===== src/rtl/pwr_integ_pkg.sv =====
// Shared definitions for the power integrator: FSM state type, output width,
// end-to-end latency and the window-length helper.
package pwr_integ_pkg;

    typedef enum logic {
        IDLE = 1'b0,
        RUN  = 1'b1
    } state_t;

    localparam int unsigned OUT_W   = 32;
    // Registers from a sample presented with din_valid to pwr_valid.
    localparam int unsigned LATENCY = 4;
    localparam int unsigned LEN_W   = 16;

    // A programmed length of zero behaves as a one-sample window.
    function automatic logic [LEN_W-1:0] eff_len(input logic [LEN_W-1:0] len);
        return (len == '0) ? LEN_W'(1) : len;
    endfunction

endpackage


===== src/rtl/pwr_sq_sum.sv =====
// Squaring pipeline: registers I/Q, squares each, then sums I*I + Q*Q.
// Ports:
//   clk, rst (async active-low)
//   en         - low flushes the valid chain so in-flight samples are dropped
//   din_valid  - din_i/din_q valid this cycle
//   din_i/q    - signed IN_W samples
//   sum        - unsigned 2*IN_W sum of squares (lossless)
//   sum_valid  - sum is valid, LATENCY-1 cycles after din_valid
module pwr_sq_sum
    import pwr_integ_pkg::*;
#(
    parameter int unsigned IN_W = 16
) (
    input  logic                   clk,
    input  logic                   rst,
    input  logic                   en,
    input  logic                   din_valid,
    input  logic signed [IN_W-1:0] din_i,
    input  logic signed [IN_W-1:0] din_q,
    output logic [2*IN_W-1:0]      sum,
    output logic                   sum_valid
);

    localparam int unsigned SQ_W   = 2 * IN_W;
    localparam int unsigned STAGES = LATENCY - 1;

    logic signed [IN_W-1:0] i_q;
    logic signed [IN_W-1:0] q_q;
    logic [SQ_W-1:0]        ii_q;
    logic [SQ_W-1:0]        qq_q;
    logic [STAGES-1:0]      vld_q;

    logic signed [SQ_W-1:0] i_ext_c;
    logic signed [SQ_W-1:0] q_ext_c;
    logic signed [SQ_W-1:0] ii_c;
    logic signed [SQ_W-1:0] qq_c;

    // Sign-extend before multiplying so the product is a full-width signed square.
    always_comb begin
        i_ext_c = SQ_W'(i_q);
        q_ext_c = SQ_W'(q_q);
        ii_c    = i_ext_c * i_ext_c;
        qq_c    = q_ext_c * q_ext_c;
    end

    // Stage 1 input regs, stage 2 squares, stage 3 sum; valid chain alongside.
    always_ff @(posedge clk or negedge rst) begin
        if (!rst) begin
            i_q   <= '0;
            q_q   <= '0;
            ii_q  <= '0;
            qq_q  <= '0;
            sum   <= '0;
            vld_q <= '0;
        end else begin
            i_q   <= din_i;
            q_q   <= din_q;
            ii_q  <= $unsigned(ii_c);
            qq_q  <= $unsigned(qq_c);
            sum   <= ii_q + qq_q;
            vld_q <= en ? {vld_q[STAGES-2:0], din_valid} : '0;
        end
    end

    assign sum_valid = vld_q[STAGES-1];

endmodule


===== src/rtl/pwr_integ_32bit.sv =====
// Windowed power integrator: accumulates I*I + Q*Q over int_len valid samples
// and emits the (shifted) window total on a 32-bit output.
// Ports:
//   clk, rst (async active-low, release synchronised internally)
//   en         - integration enable; low aborts the current window
//   int_len    - samples per window (0 treated as 1), latched per window
//   din_valid, din_i, din_q - signed sample input
//   pwr_out    - window total >> SHIFT, held between pulses
//   pwr_valid  - one-cycle pulse when pwr_out updates
//   ovf        - sticky: a shifted window total exceeded 32 bits
// Build option: define PWR_INTEG_SAT_EN to saturate pwr_out to all-ones on
// overflow; otherwise pwr_out carries the low 32 bits.
module pwr_integ_32bit
    import pwr_integ_pkg::*;
#(
    parameter int unsigned IN_W  = 16,
    parameter int unsigned ACC_W = 48,
    parameter int unsigned SHIFT = 0
) (
    input  logic                   clk,
    input  logic                   rst,
    input  logic                   en,
    input  logic [LEN_W-1:0]       int_len,
    input  logic                   din_valid,
    input  logic signed [IN_W-1:0] din_i,
    input  logic signed [IN_W-1:0] din_q,
    output logic [OUT_W-1:0]       pwr_out,
    output logic                   pwr_valid,
    output logic                   ovf
);

    localparam int unsigned SQ_W = 2 * IN_W;
    // Total width always leaves room above OUT_W for the overflow test.
    localparam int unsigned TW   = (ACC_W > OUT_W) ? ACC_W : OUT_W + 1;

    logic [1:0]        sync_q;
    logic              rst_ok;
    logic              en_eff;

    logic [SQ_W-1:0]   sum;
    logic              sum_valid;

    state_t            state_q;
    logic [ACC_W-1:0]  acc_q;
    logic [LEN_W-1:0]  cnt_q;
    logic [LEN_W-1:0]  len_q;

    logic [LEN_W-1:0]  len_start_c;
    logic [LEN_W-1:0]  len_cur_c;
    logic              done_c;
    logic [TW-1:0]     total_c;
    logic [TW-1:0]     shifted_c;
    logic              ovf_c;
    logic [OUT_W-1:0]  out_c;

    // Assert asynchronously, release two edges later.
    always_ff @(posedge clk or negedge rst) begin
        if (!rst) begin
            sync_q <= '0;
        end else begin
            sync_q <= {sync_q[0], 1'b1};
        end
    end

    assign rst_ok = sync_q[1];
    assign en_eff = en & rst_ok;

    pwr_sq_sum #(
        .IN_W(IN_W)
    ) u_sq (
        .clk      (clk),
        .rst      (rst),
        .en       (en_eff),
        .din_valid(din_valid),
        .din_i    (din_i),
        .din_q    (din_q),
        .sum      (sum),
        .sum_valid(sum_valid)
    );

    // Window bookkeeping: the first sum of a window uses the live int_len.
    always_comb begin
        len_start_c = eff_len(int_len);
        len_cur_c   = (cnt_q == '0) ? len_start_c : len_q;
        done_c      = ({1'b0, cnt_q} + (LEN_W+1)'(1)) >= {1'b0, len_cur_c};
        total_c     = TW'(acc_q) + TW'(sum);
        shifted_c   = total_c >> SHIFT;
        ovf_c       = |shifted_c[TW-1:OUT_W];
`ifdef PWR_INTEG_SAT_EN
        out_c       = ovf_c ? '1 : shifted_c[OUT_W-1:0];
`else
        out_c       = shifted_c[OUT_W-1:0];
`endif
    end

    // Control FSM with accumulator, counter and registered outputs.
    always_ff @(posedge clk or negedge rst) begin
        if (!rst) begin
            state_q   <= IDLE;
            acc_q     <= '0;
            cnt_q     <= '0;
            len_q     <= LEN_W'(1);
            pwr_out   <= '0;
            pwr_valid <= 1'b0;
            ovf       <= 1'b0;
        end else begin
            pwr_valid <= 1'b0;
            case (state_q)
                IDLE: begin
                    acc_q <= '0;
                    cnt_q <= '0;
                    if (en_eff) begin
                        state_q <= RUN;
                    end
                end
                RUN: begin
                    if (!en_eff) begin
                        // Abort: partial window discarded, pwr_out holds.
                        state_q <= IDLE;
                        acc_q   <= '0;
                        cnt_q   <= '0;
                    end else if (sum_valid) begin
                        if (cnt_q == '0) begin
                            len_q <= len_start_c;
                        end
                        if (done_c) begin
                            acc_q     <= '0;
                            cnt_q     <= '0;
                            pwr_out   <= out_c;
                            pwr_valid <= 1'b1;
                            ovf       <= ovf | ovf_c;
                        end else begin
                            acc_q <= ACC_W'(total_c);
                            cnt_q <= cnt_q + LEN_W'(1);
                        end
                    end
                end
                default: begin
                    state_q <= IDLE;
                end
            endcase
        end
    end

endmodule

===== config.mk =====
export PLATFORM = sky130hd
export DESIGN_NAME = pwr_integ_32bit
export DESIGN_NICKNAME = d
export VERILOG_FILES = /design/src/rtl/pwr_integ_pkg.sv /design/src/rtl/pwr_sq_sum.sv /design/src/rtl/pwr_integ_32bit.sv
export SDC_FILE = /design/constraint.sdc
export NUM_CORES = 2
export LEC_CHECK = 0
export CORE_ASPECT_RATIO = 1.75
export CORE_UTILIZATION = 42
export DETAILED_ROUTE_END_ITERATION = 8
export PLACE_DENSITY_LB_ADDON = 0.12
export SETUP_SLACK_MARGIN = 0.2
export SYNTH_ARGS = -nofsm -noshare
export SYNTH_HDL_FRONTEND = slang
export SYNTH_SLANG_ARGS = --single-unit
export TNS_END_PERCENT = 5

===== constraint.sdc =====
create_clock -name clk -period 9.1 [get_ports clk]
set_input_delay 1.365 -clock clk [delete_from_list [all_inputs] [get_ports clk]]
set_output_delay 1.365 -clock clk [all_outputs]
set_load 0.005 [all_outputs]

==> flow_metrics.tcl <==
set metrics [dict create \
    status "complete, no violations" \
    cp_max_fo 21 \
    synth_nets 3760 \
    antenna_found_initial 0 \
    critPathSlowestCell "dfrtp_1" \
    hold-path-endpoint "sync_q[1]$_DFF_PN0_" \
    r2r-start "u_sq.i_q[4]$_DFF_PN0_" \
    slowest_delay_ps 870 \
    drt_iter0_markers 724 \
    setup_tns_ps 0 \
    worstMarginPinSlew_ps 1129 \
    postSynthAreaPerCell_um2 9.863 \
    drcViolationCount 0 \
    wire_per_inst_um 18.36 \
    synth_edf_count 0 \
    critical_path_class "register to register" \
    ys_warn_count 0 \
    final_antenna_net_count 0 \
    dp_hpwl_um 59500 \
    layout.nets 3799 \
    rr_endpoint "u_sq.ii_q[31]$_DFF_PN0_" \
    drv_cap 0 \
    hold_buffers 0 \
    crit_chain "and2_1 -> fa_1 -> inv_1 -> fa_1 -> fa_1 -> inv_1 -> fa_1 -> fa_1 -> inv_1 -> fa_1 -> inv_1 -> ha_1 -> a21o_1 -> a21oi_1 -> o2111ai_1 -> a41oi_1 -> nor2_1 -> o21ai_0 -> a21oi_1 -> a41o_1 -> o41ai_1 -> xnor2_1" \
    die-area_um2 71080 \
    port_buffers 85 \
    cp.arrival_ps 7590 \
    synthAdderAreaFrac_pct 43.02 \
    cp.required_ps 9580 \
    grt_usage_pct 21.47 \
    path_clk_slew_ps 70 \
    n_antenna_cell 0 \
    fill_cells 6608 \
    synth_compound_area_share_pct 10.34 \
    cp-end-kind "register" \
    max_freq_mhz 140.6 \
    die_w_um 202.0 \
    yosys.area_share.simple_pct 10.05 \
    clk_latency_ps 600 \
    cts.sink_count 246 \
    die_h_um 352.0 \
    grt_overflow 0 \
    layout-drive-gt1-share_pct 4.341 \
    area_growth_pct 9.369 \
    hp-class "register to register" \
    grt_pass1_wl_um 119400 \
    grt_max_degree 136 \
    cts_tree "yes" \
    timing.final.crit_period_ps 7113 \
    async_reset_ff_share_pct 100.0 \
    rsz0062_at_grt "no" \
    fin_skew_ps 23.11 \
    min_path_cells 0 \
    seq_area_um2 6157 \
    hold_violations 0 \
    cpMostUsedCell "fa_1" \
    synth-seq-cells 246 \
    reg2reg_setup_slack_ps 1990 \
    slew_violations 0 \
    gp_congestion 0.8904 \
    initial_utilization_pct 42.38 \
    synthFlopType "dfrtp_1" \
    cp-start-kind "register" \
    cts_resized 0 \
    rows 128 \
    min_from "sync_q[0]$_DFF_PN0_" \
    synth_cell_type_count 74 \
    syn_inst 2980 \
    cts_root_buf "clkbuf_16" \
    ys_seq_area_share_pct 20.95 \
    setup_violations 0 \
    first_pass_iters 5 \
    r2r_cells 22 \
    multiInputGateArea_um2 20500 \
    h-tree-depth 1 \
    slew_headroom_pct 24.22 \
    num_io_pins 86 \
    syn_area_um2 29390 \
    synth_xor_area_share_pct 4.619 \
    via_per_inst 5.178 \
    core_area_um2 69350 \
    cts-buffers-inserted 28 \
    cts_setup_buffers 0 \
    drt-total-wl_um 72530 \
    grt_pass1_vias 23189 \
    synth_top_family_by_area "adder cells" \
    muxShareOfSynthArea_pct 1.613 \
    post-route-period-util_pct 78.16 \
    clk_path_buf_depth 3 \
    dr_total_vias 20460 \
]
-- area by class of cell --
type                       instances  area share, %
multi-input combinational       2001          63.76
clock inverter                    16         0.6617
timing repair buffer              92          2.865
tap                              910          3.542
inverter                         650          7.590
sequential                       246          19.15
clock buffer                      36          2.429
-- cell usage after synthesis (6+ instances only) --
cell,n,share of area (%)
nand4_1,17,0.36
mux2i_1,8,0.27
nand3_1,37,0.63
o21ai_0,92,1.6
a22o_1,46,1.4
clkbuf_1,75,0.96
inv_1,650,8.3
dfrtp_1,245,21
ha_1,257,11
nand2_1,238,3.0
nor2_1,136,1.7
nand2b_1,15,0.32
nor3_1,27,0.46
fa_1,471,32
a211oi_1,11,0.28
a31oi_1,16,0.34
mux2_2,35,1.3
o21a_1,20,0.51
xnor2_1,119,3.5
and2_1,88,1.9
xor2_1,36,1.1
a22oi_1,13,0.33
o21bai_1,20,0.51
a31o_2,9,0.27
or3_1,8,0.17
o211ai_1,6,0.15
a21oi_1,102,1.7
o31ai_1,8,0.20
and3_1,18,0.38
nor2b_1,12,0.26
or2_2,10,0.21
a21o_1,49,1.3
nor4_1,11,0.23
-- cell families after synthesis --
| logic type | count (synthesis) |
|---|---|
| AND/OR/NAND/NOR | 629 |
| buffers and inverters | 733 |
| other | 1 |
| flip-flops | 246 |
| adder cells (fa/ha/maj) | 728 |
| XOR/XNOR | 155 |
| AO/OA/AOI/OAI | 445 |
| multiplexers | 43 |
-- metal layers --
layer  up-vias  share of wire (%)  track usage, %
met1     10454                 34           21.06
met2       349                 59           44.11
met3       151                2.3           1.656
met5         -                  0               0
li1       9506                  -               -
met4         0                4.7           9.727
-- worst max-delay path, delay by kind of cell, from the launching register on --
kind	cells	cell delay [ps]
buf+inv	4	240
flops	1	870
fa+ha+maj	7	3240
compound gates	8	2100
xor+xnor	1	130
simple gates	2	400
-- placed cells by master (no fill, tap or decap), drive strengths merged, types with 5 or more instances in the layout --
master         netlist  routed
inv                650     655
fa                 471     471
ha                 257     257
dfrtp              245     245
nand2              238     238
nor2               137     137
xnor2              119     119
a21oi              102     102
o21ai               96      96
and2                88      88
clkdlybuf4s50        0      84
a21o                51      51
a22o                46      46
nand3               37      37
xor2                36      36
clkbuf              77      36
mux2                35      35
nor3                30      30
o21bai              20      20
o21a                20      20
and3                18      18
nand4               17      17
a31oi               16      16
nand2b              15      15
a22oi               13      13
a211oi              13      13
nor2b               12      12
nor4                11      11
or2                 10      10
a31o                 9       9
mux2i                8       8
or3                  8       8
o31ai                8       8
o211ai               8       8
buf                  6       8
o31a                 5       5
-- state kept, by name, summed over array words and instances, names as in the netlist --
register and cells:
u_sq.q_q 16, acc_q 48, u_sq.sum 32, u_sq.ii_q 31, sync_q 2, pwr_valid 1, ovf 1, u_sq.i_q 16
u_sq.qq_q 31, cnt_q 16, len_q 16, u_sq.vld_q 3, pwr_out 32, state_q 1
-- worst max path at each step --
stage	from	to	slack, ps	depth (start not counted)
finish	u_sq.i_q[4]$_DFF_PN0_	u_sq.ii_q[31]$_DFF_PN0_	1990	22
global route	u_sq.i_q[4]$_DFF_PN0_	u_sq.ii_q[31]$_DFF_PN0_	1560	22
CTS	u_sq.i_q[4]$_DFF_PN0_	u_sq.ii_q[31]$_DFF_PN0_	2000	22
detailed placement	u_sq.i_q[4]$_DFF_PN0_	u_sq.ii_q[31]$_DFF_PN0_	2020	22
global placement	u_sq.q_q[15]$_DFF_PN0_	u_sq.qq_q[30]$_DFF_PN0_	2150	23
floorplan	u_sq.i_q[1]$_DFF_PN0_	u_sq.ii_q[31]$_DFF_PN0_	2770	23
-- through the flow --
step           setup WS (ps)  cell area [um^2]  std cells  util (%)  hold WS (ps)
6_report                1987             32150       3951     46.36         348.1
5_1_grt                 1564             32150       3951     46.36         355.4
4_1_cts                 2003             32150       3951     46.36         350.0
3_5_place_dp            2023             31150       3899     44.92         335.5
3_3_place_gp            2153             31150       3899     44.92         332.5
2_1_floorplan           2769             29390       2980         -         331.2
Power is not shown: default switching activity piles up to over one toggle a cycle in this logic, so the estimate is an artifact.
